==> config.mk <==
export PLATFORM = sky130hd
export DESIGN_NAME = ysyx_23060096_imm_unit
export DESIGN_NICKNAME = d
export VERILOG_FILES = /design/src/rtl/ysyx_23060096_imm_pkg.sv /design/src/rtl/ysyx_23060096_imm_decode.sv /design/src/rtl/ysyx_23060096_imm_unit.sv
export SDC_FILE = /design/constraint.sdc
export NUM_CORES = 1
export LEC_CHECK = 0
export ABC_AREA = 1
export BUFFER_PORTS_ARGS = -buffer_cell sky130_fd_sc_hd__buf_4
export CAP_MARGIN = 20
export CORE_MARGIN = 2
export CORE_UTILIZATION = 54
export CTS_CLUSTER_SIZE = 24
export DETAILED_ROUTE_END_ITERATION = 12
export PLACE_DENSITY = 0.79
export SYNTH_ARGS = -nofsm -noshare
export SYNTH_HDL_FRONTEND = slang
export SYNTH_SLANG_ARGS = --single-unit
==> constraint.sdc <==
create_clock -name clk -period 3.6 [get_ports clk]
set_clock_uncertainty 0.05 [all_clocks]
set_input_delay 0.72 -clock clk [delete_from_list [all_inputs] [get_ports clk]]
set_output_delay 0.72 -clock clk [all_outputs]
set_load 0.02 [all_outputs]
==> src/rtl/ysyx_23060096_imm_pkg.sv <==
// rtl/ysyx_23060096_imm_pkg.sv - format encodings and buffer occupancy states for the immediate unit
package ysyx_23060096_imm_pkg;

  typedef enum logic [2:0] {
    FMT_I     = 3'b000,
    FMT_U     = 3'b001,
    FMT_S     = 3'b010,
    FMT_B     = 3'b011,
    FMT_J     = 3'b100,
    FMT_SHAMT = 3'b101,
    FMT_ZIMM  = 3'b110,
    FMT_RSV   = 3'b111
  } fmt_e;

  typedef enum logic [1:0] {
    EMPTY = 2'd0,
    ONE   = 2'd1,
    FULL  = 2'd2
  } occ_e;

endpackage

==> src/rtl/ysyx_23060096_imm_decode.sv <==
// rtl/ysyx_23060096_imm_decode.sv - combinational immediate extraction and extension to XLEN
module ysyx_23060096_imm_decode
  import ysyx_23060096_imm_pkg::*;
#(
  parameter int XLEN = 32
) (
  input  logic [31:7]     inst,
  input  logic [2:0]      fmt,
  output logic [XLEN-1:0] imm,
  output logic            fmtErr
);

  // raw is the 32-bit form; signExt selects how bit 31 spreads into a 64-bit datapath
  logic [31:0] raw;
  logic        signExt;

  always_comb begin
    raw     = '0;
    signExt = 1'b1;
    fmtErr  = 1'b0;
    case (fmt)
      FMT_I:     raw = {{20{inst[31]}}, inst[31:20]};
      FMT_U:     raw = {inst[31:12], 12'b0};
      FMT_S:     raw = {{20{inst[31]}}, inst[31:25], inst[11:7]};
      FMT_B:     raw = {{19{inst[31]}}, inst[31], inst[7], inst[30:25], inst[11:8], 1'b0};
      FMT_J:     raw = {{11{inst[31]}}, inst[31], inst[19:12], inst[20], inst[30:21], 1'b0};
      FMT_SHAMT: begin
        signExt = 1'b0;
        raw     = (XLEN == 64) ? {26'b0, inst[25:20]} : {27'b0, inst[24:20]};
      end
      FMT_ZIMM:  begin
        signExt = 1'b0;
        raw     = {27'b0, inst[19:15]};
      end
      default:   begin
        signExt = 1'b0;
        fmtErr  = 1'b1;
      end
    endcase
  end

  always_comb begin
    if (signExt) imm = XLEN'($signed(raw));
    else         imm = XLEN'(raw);
  end

endmodule

==> src/rtl/ysyx_23060096_imm_unit.sv <==
// rtl/ysyx_23060096_imm_unit.sv - immediate generator with 2-entry skid buffer, flush and tag pass-through
module ysyx_23060096_imm_unit
  import ysyx_23060096_imm_pkg::*;
#(
  parameter int XLEN  = 32,
  parameter int TAG_W = 5
) (
  input  logic             clk,
  input  logic             rst,
  input  logic             flush,
  input  logic             in_valid,
  output logic             in_ready,
  input  logic [31:0]      in_inst,
  input  logic [2:0]       in_fmt,
  input  logic [TAG_W-1:0] in_tag,
  output logic             out_valid,
  input  logic             out_ready,
  output logic [XLEN-1:0]  out_imm,
  output logic             out_fmt_err,
  output logic [TAG_W-1:0] out_tag
);

  logic [XLEN-1:0]  decImm;
  logic             decErr;
  logic [XLEN-1:0]  skidImm;
  logic             skidErr;
  logic [TAG_W-1:0] skidTag;
  occ_e             state;
  occ_e             nextState;
  logic             accept;
  logic             pop;
  logic             loadMainIn;
  logic             loadMainSkid;
  logic             loadSkid;
  logic             unusedInstLow;

  // opcode bits never contribute to an immediate
  assign unusedInstLow = ^in_inst[6:0];

  ysyx_23060096_imm_decode #(.XLEN(XLEN)) uDecode (
    .inst   (in_inst[31:7]),
    .fmt    (in_fmt),
    .imm    (decImm),
    .fmtErr (decErr)
  );

  assign out_valid = (state != EMPTY);
  assign accept    = in_valid & in_ready;
  assign pop       = out_valid & out_ready;

  always_comb begin
    nextState    = state;
    loadMainIn   = 1'b0;
    loadMainSkid = 1'b0;
    loadSkid     = 1'b0;
    if (flush) begin
      nextState = EMPTY;
    end else begin
      case (state)
        EMPTY: if (accept) begin
          nextState  = ONE;
          loadMainIn = 1'b1;
        end
        ONE: begin
          if (accept && pop) begin
            loadMainIn = 1'b1;
          end else if (accept) begin
            nextState = FULL;
            loadSkid  = 1'b1;
          end else if (pop) begin
            nextState = EMPTY;
          end
        end
        FULL: if (pop) begin
          nextState    = ONE;
          loadMainSkid = 1'b1;
        end
        default: nextState = EMPTY;
      endcase
    end
  end

  always_ff @(posedge clk or posedge rst) begin
    if (rst) begin
      state       <= EMPTY;
      in_ready    <= 1'b1;
      out_imm     <= '0;
      out_fmt_err <= 1'b0;
      out_tag     <= '0;
      skidImm     <= '0;
      skidErr     <= 1'b0;
      skidTag     <= '0;
    end else begin
      state    <= nextState;
      // registered copy of the next occupancy keeps out_ready off the in_ready path
      in_ready <= (nextState != FULL);
      if (loadMainIn) begin
        out_imm     <= decImm;
        out_fmt_err <= decErr;
        out_tag     <= in_tag;
      end else if (loadMainSkid) begin
        out_imm     <= skidImm;
        out_fmt_err <= skidErr;
        out_tag     <= skidTag;
      end
      if (loadSkid) begin
        skidImm <= decImm;
        skidErr <= decErr;
        skidTag <= in_tag;
      end
    end
  end

endmodule

==> reports/metrics.yaml <==
status: "completed"
core_mm2: 0.00714
area_growth_pct: 19.0
dp_slack_ns: 1.34
p_int_uw: 1670
die_x_um: 89.3
swShare_pct: 33.0
grt_usage_pct: 26.0
antenna_found_initial: 0
cp_cell_sequence: "inv_1, nand2_1, buf_4"
io_pins: 85
ys_ff_latch: 79
grt-ovfl-total: 0
clk_latency_ns: 0.35
portBuffers: 77
rows: 31
start_util_pct: 55.0
reg2reg_slack_ns: 1.64
startpoint: "state[0]"
synth_area_leader_cell: "dfrtp_1"
syn_nets: 551
irDropWorstVdd_mv: 0.233
hold_buffers: 0
synthTopCellsByArea: "dfrtp_1, nand2_1, nand3_1"
clk_pin_slew_worst_paths_ns: 0.08
fin_crit_sh_pct: 54.6
worstPathArrival_ns: 1.20
crit_family: "flip-flops"
drc: 0
r2r-start: "in_ready"
min_path_type: "register to register"
grtUsageMet3_pct: 4.71
max-cap-violations: 0
viasPerCell: 5.41
synthTopCellsByCount: "nand2_1, dfrtp_1, nand3_1"
synth_edf_count: 0
finalMaxSlewViolations: 0
yosys_warnings: 0
antenna_left: 0
syn_area_per_cell_um2: 7.76
numCtsBuffers: 9
cp_slowest_cell: "dfrtp_1"
first_pass_iters: 5
fmax_mhz: 508
pwr-share-comb_pct: 25.9
cp_max_fo: 5
synth_ff_type: "dfrtp_1"
hold_ws_ns: 0.426
fp.dieArea_mm2: 0.00797
grt_max_degree: 48
worstSetupStartpointType: "register"
power_uw: 2500
synth_top_area_share_pct: 49.7
dp_hpwl_mm: 6.55
finalSetupViolCount: 0
cts_tree: "done"
place_congestion: 0.876
p_leak_uw: 0.00254
seqPwrFrac_pct: 48.0
vias: 3660
synth_cell_type_count: 28
synth_most_common_cell: "nand2_1"
routed_wl_mm: 9.91
endpoint_kind: "output port"
crit_type: "register to output port"
cts_resized: 0
cts_max_level: 3
synth_area_mm2: 0.00393
layout-drive-gt1-share_pct: 19.9
use_met1_pct: 36.6
hold_violations: 0
top_usage_layer: "met2"
layout.nets: 617
initialDrtViolationCount: 386
setup_slack_ns: 1.63
grt_pass1_vias: 3320
slew_headroom_pct: 46.3
die_y_um: 89.3
cts_setup_buffers: 0
tns_ns: 0
crit_required_ns: 2.83
cts.sinks: 79
fillers: 640
fin_crit_ns: 1.97
slowest_delay_ns: 0.44
grt_pass1_wl_mm: 15.9
switchingPower_uw: 823
synthCells: 506
clockRootBuffer: "clkbuf_8"
critical_path_buf_inv_count: 2
n_antenna_cell: 0
rsz0062_at_grt: "no"
async_reset_ff_share_pct: 100
grt_use_met2_pct: 40.1
yosysSeqAreaShare_pct: 50.4
worstMarginPinSlew_ns: 0.804
power_frac_clock_pct: 26.1
clock_path_buffers: 2
min_from: "skidImm[10]"
cellPowerDensity_mw_per_mm2: 534
drt-wirelength-per-cell_um: 14.7
[through the flow]
stage          utilization (%)  cells  cell area [um^2]
3_5_place_dp              62.9    660              4490
2_1_floorplan                -    506              3930
3_3_place_gp              62.9    660              4490
6_report                  65.5    676              4680
5_1_grt                   65.5    676              4680
4_1_cts                   65.5    676              4680
[tightest hold or removal path, delay by kind of cell, from the launching register on]
family           cells  cell delay (ns)
AND/OR/NAND/NOR      2             0.10
flip-flops           1             0.35
[area by class of cell]
type,instances,area [um^2],share of cell area [%]
clock inverters,5,58.8,1.26
flip-flops and latches,79,1980,42.3
clock buffers,11,131,2.81
inverters,24,91.3,1.95
well taps,99,124,2.65
repair buffers,84,631,13.5
multi-input cells,374,1660,35.6
[state kept, by name (all words and copies together) (netlist names)]
signal	count
in_ready	1
out_fmt_err	1
out_imm	32
out_tag	5
skidErr	1
skidImm	32
skidTag	5
state	2
[layer usage]
layer	share of wire, %	vias to the layer above	routed length (um)
li1	-	1767	-
met1	45	1741	4420
met2	47	138	4620
met3	6.9	14	686
met4	1.9	0	191
met5	0	-	0
[placed cells by master (no fill, tap or decap), types with 2 or more instances in the layout]
cell type   instances
clkinv_2            2
nand2_2             2
nor3_1              2
nand4_1            14
clkinvlp_4          2
clkbuf_8            9
nor2_1             12
inv_2               3
clkbuf_1            2
buf_4              84
nor2_4              3
nor2_2              3
nand3_1            73
dfrtp_1            78
o21ai_0            22
o21ai_1            13
inv_1              20
nand2_1           222
[power by group through the flow]
stage / clock (uW) / sequential [uW] / combinational, uW
2_1_floorplan: 0 / 1300 / 295
3_3_place_gp: 0 / 1210 / 630
4_1_cts: 657 / 1200 / 651
6_report: 651 / 1200 / 646
5_1_grt: 694 / 1220 / 721
3_5_place_dp: 0 / 1210 / 648
[final timing paths]
| path | to | cells after the start |
|---|---|---|
| worst max-delay path | out_valid | 3 |
| worst min-delay path | skidImm[10] | 2 |
| worst max register to register | skidImm[26] | 7 |
| worst min register to register | skidImm[10] | 2 |
| max in group asynchronous | skidImm[7] | 3 |
| min in group asynchronous | out_imm[14] | 2 |
[logic make-up after synthesis]
group,Yosys count,share of synthesized area (%)
AOI/OAI and AO/OA,41,5.76
DFF,79,50.4
and+or+nand+nor,333,36.5
buffers and inverters,53,7.39
Power figures use the tool's default switching activity.
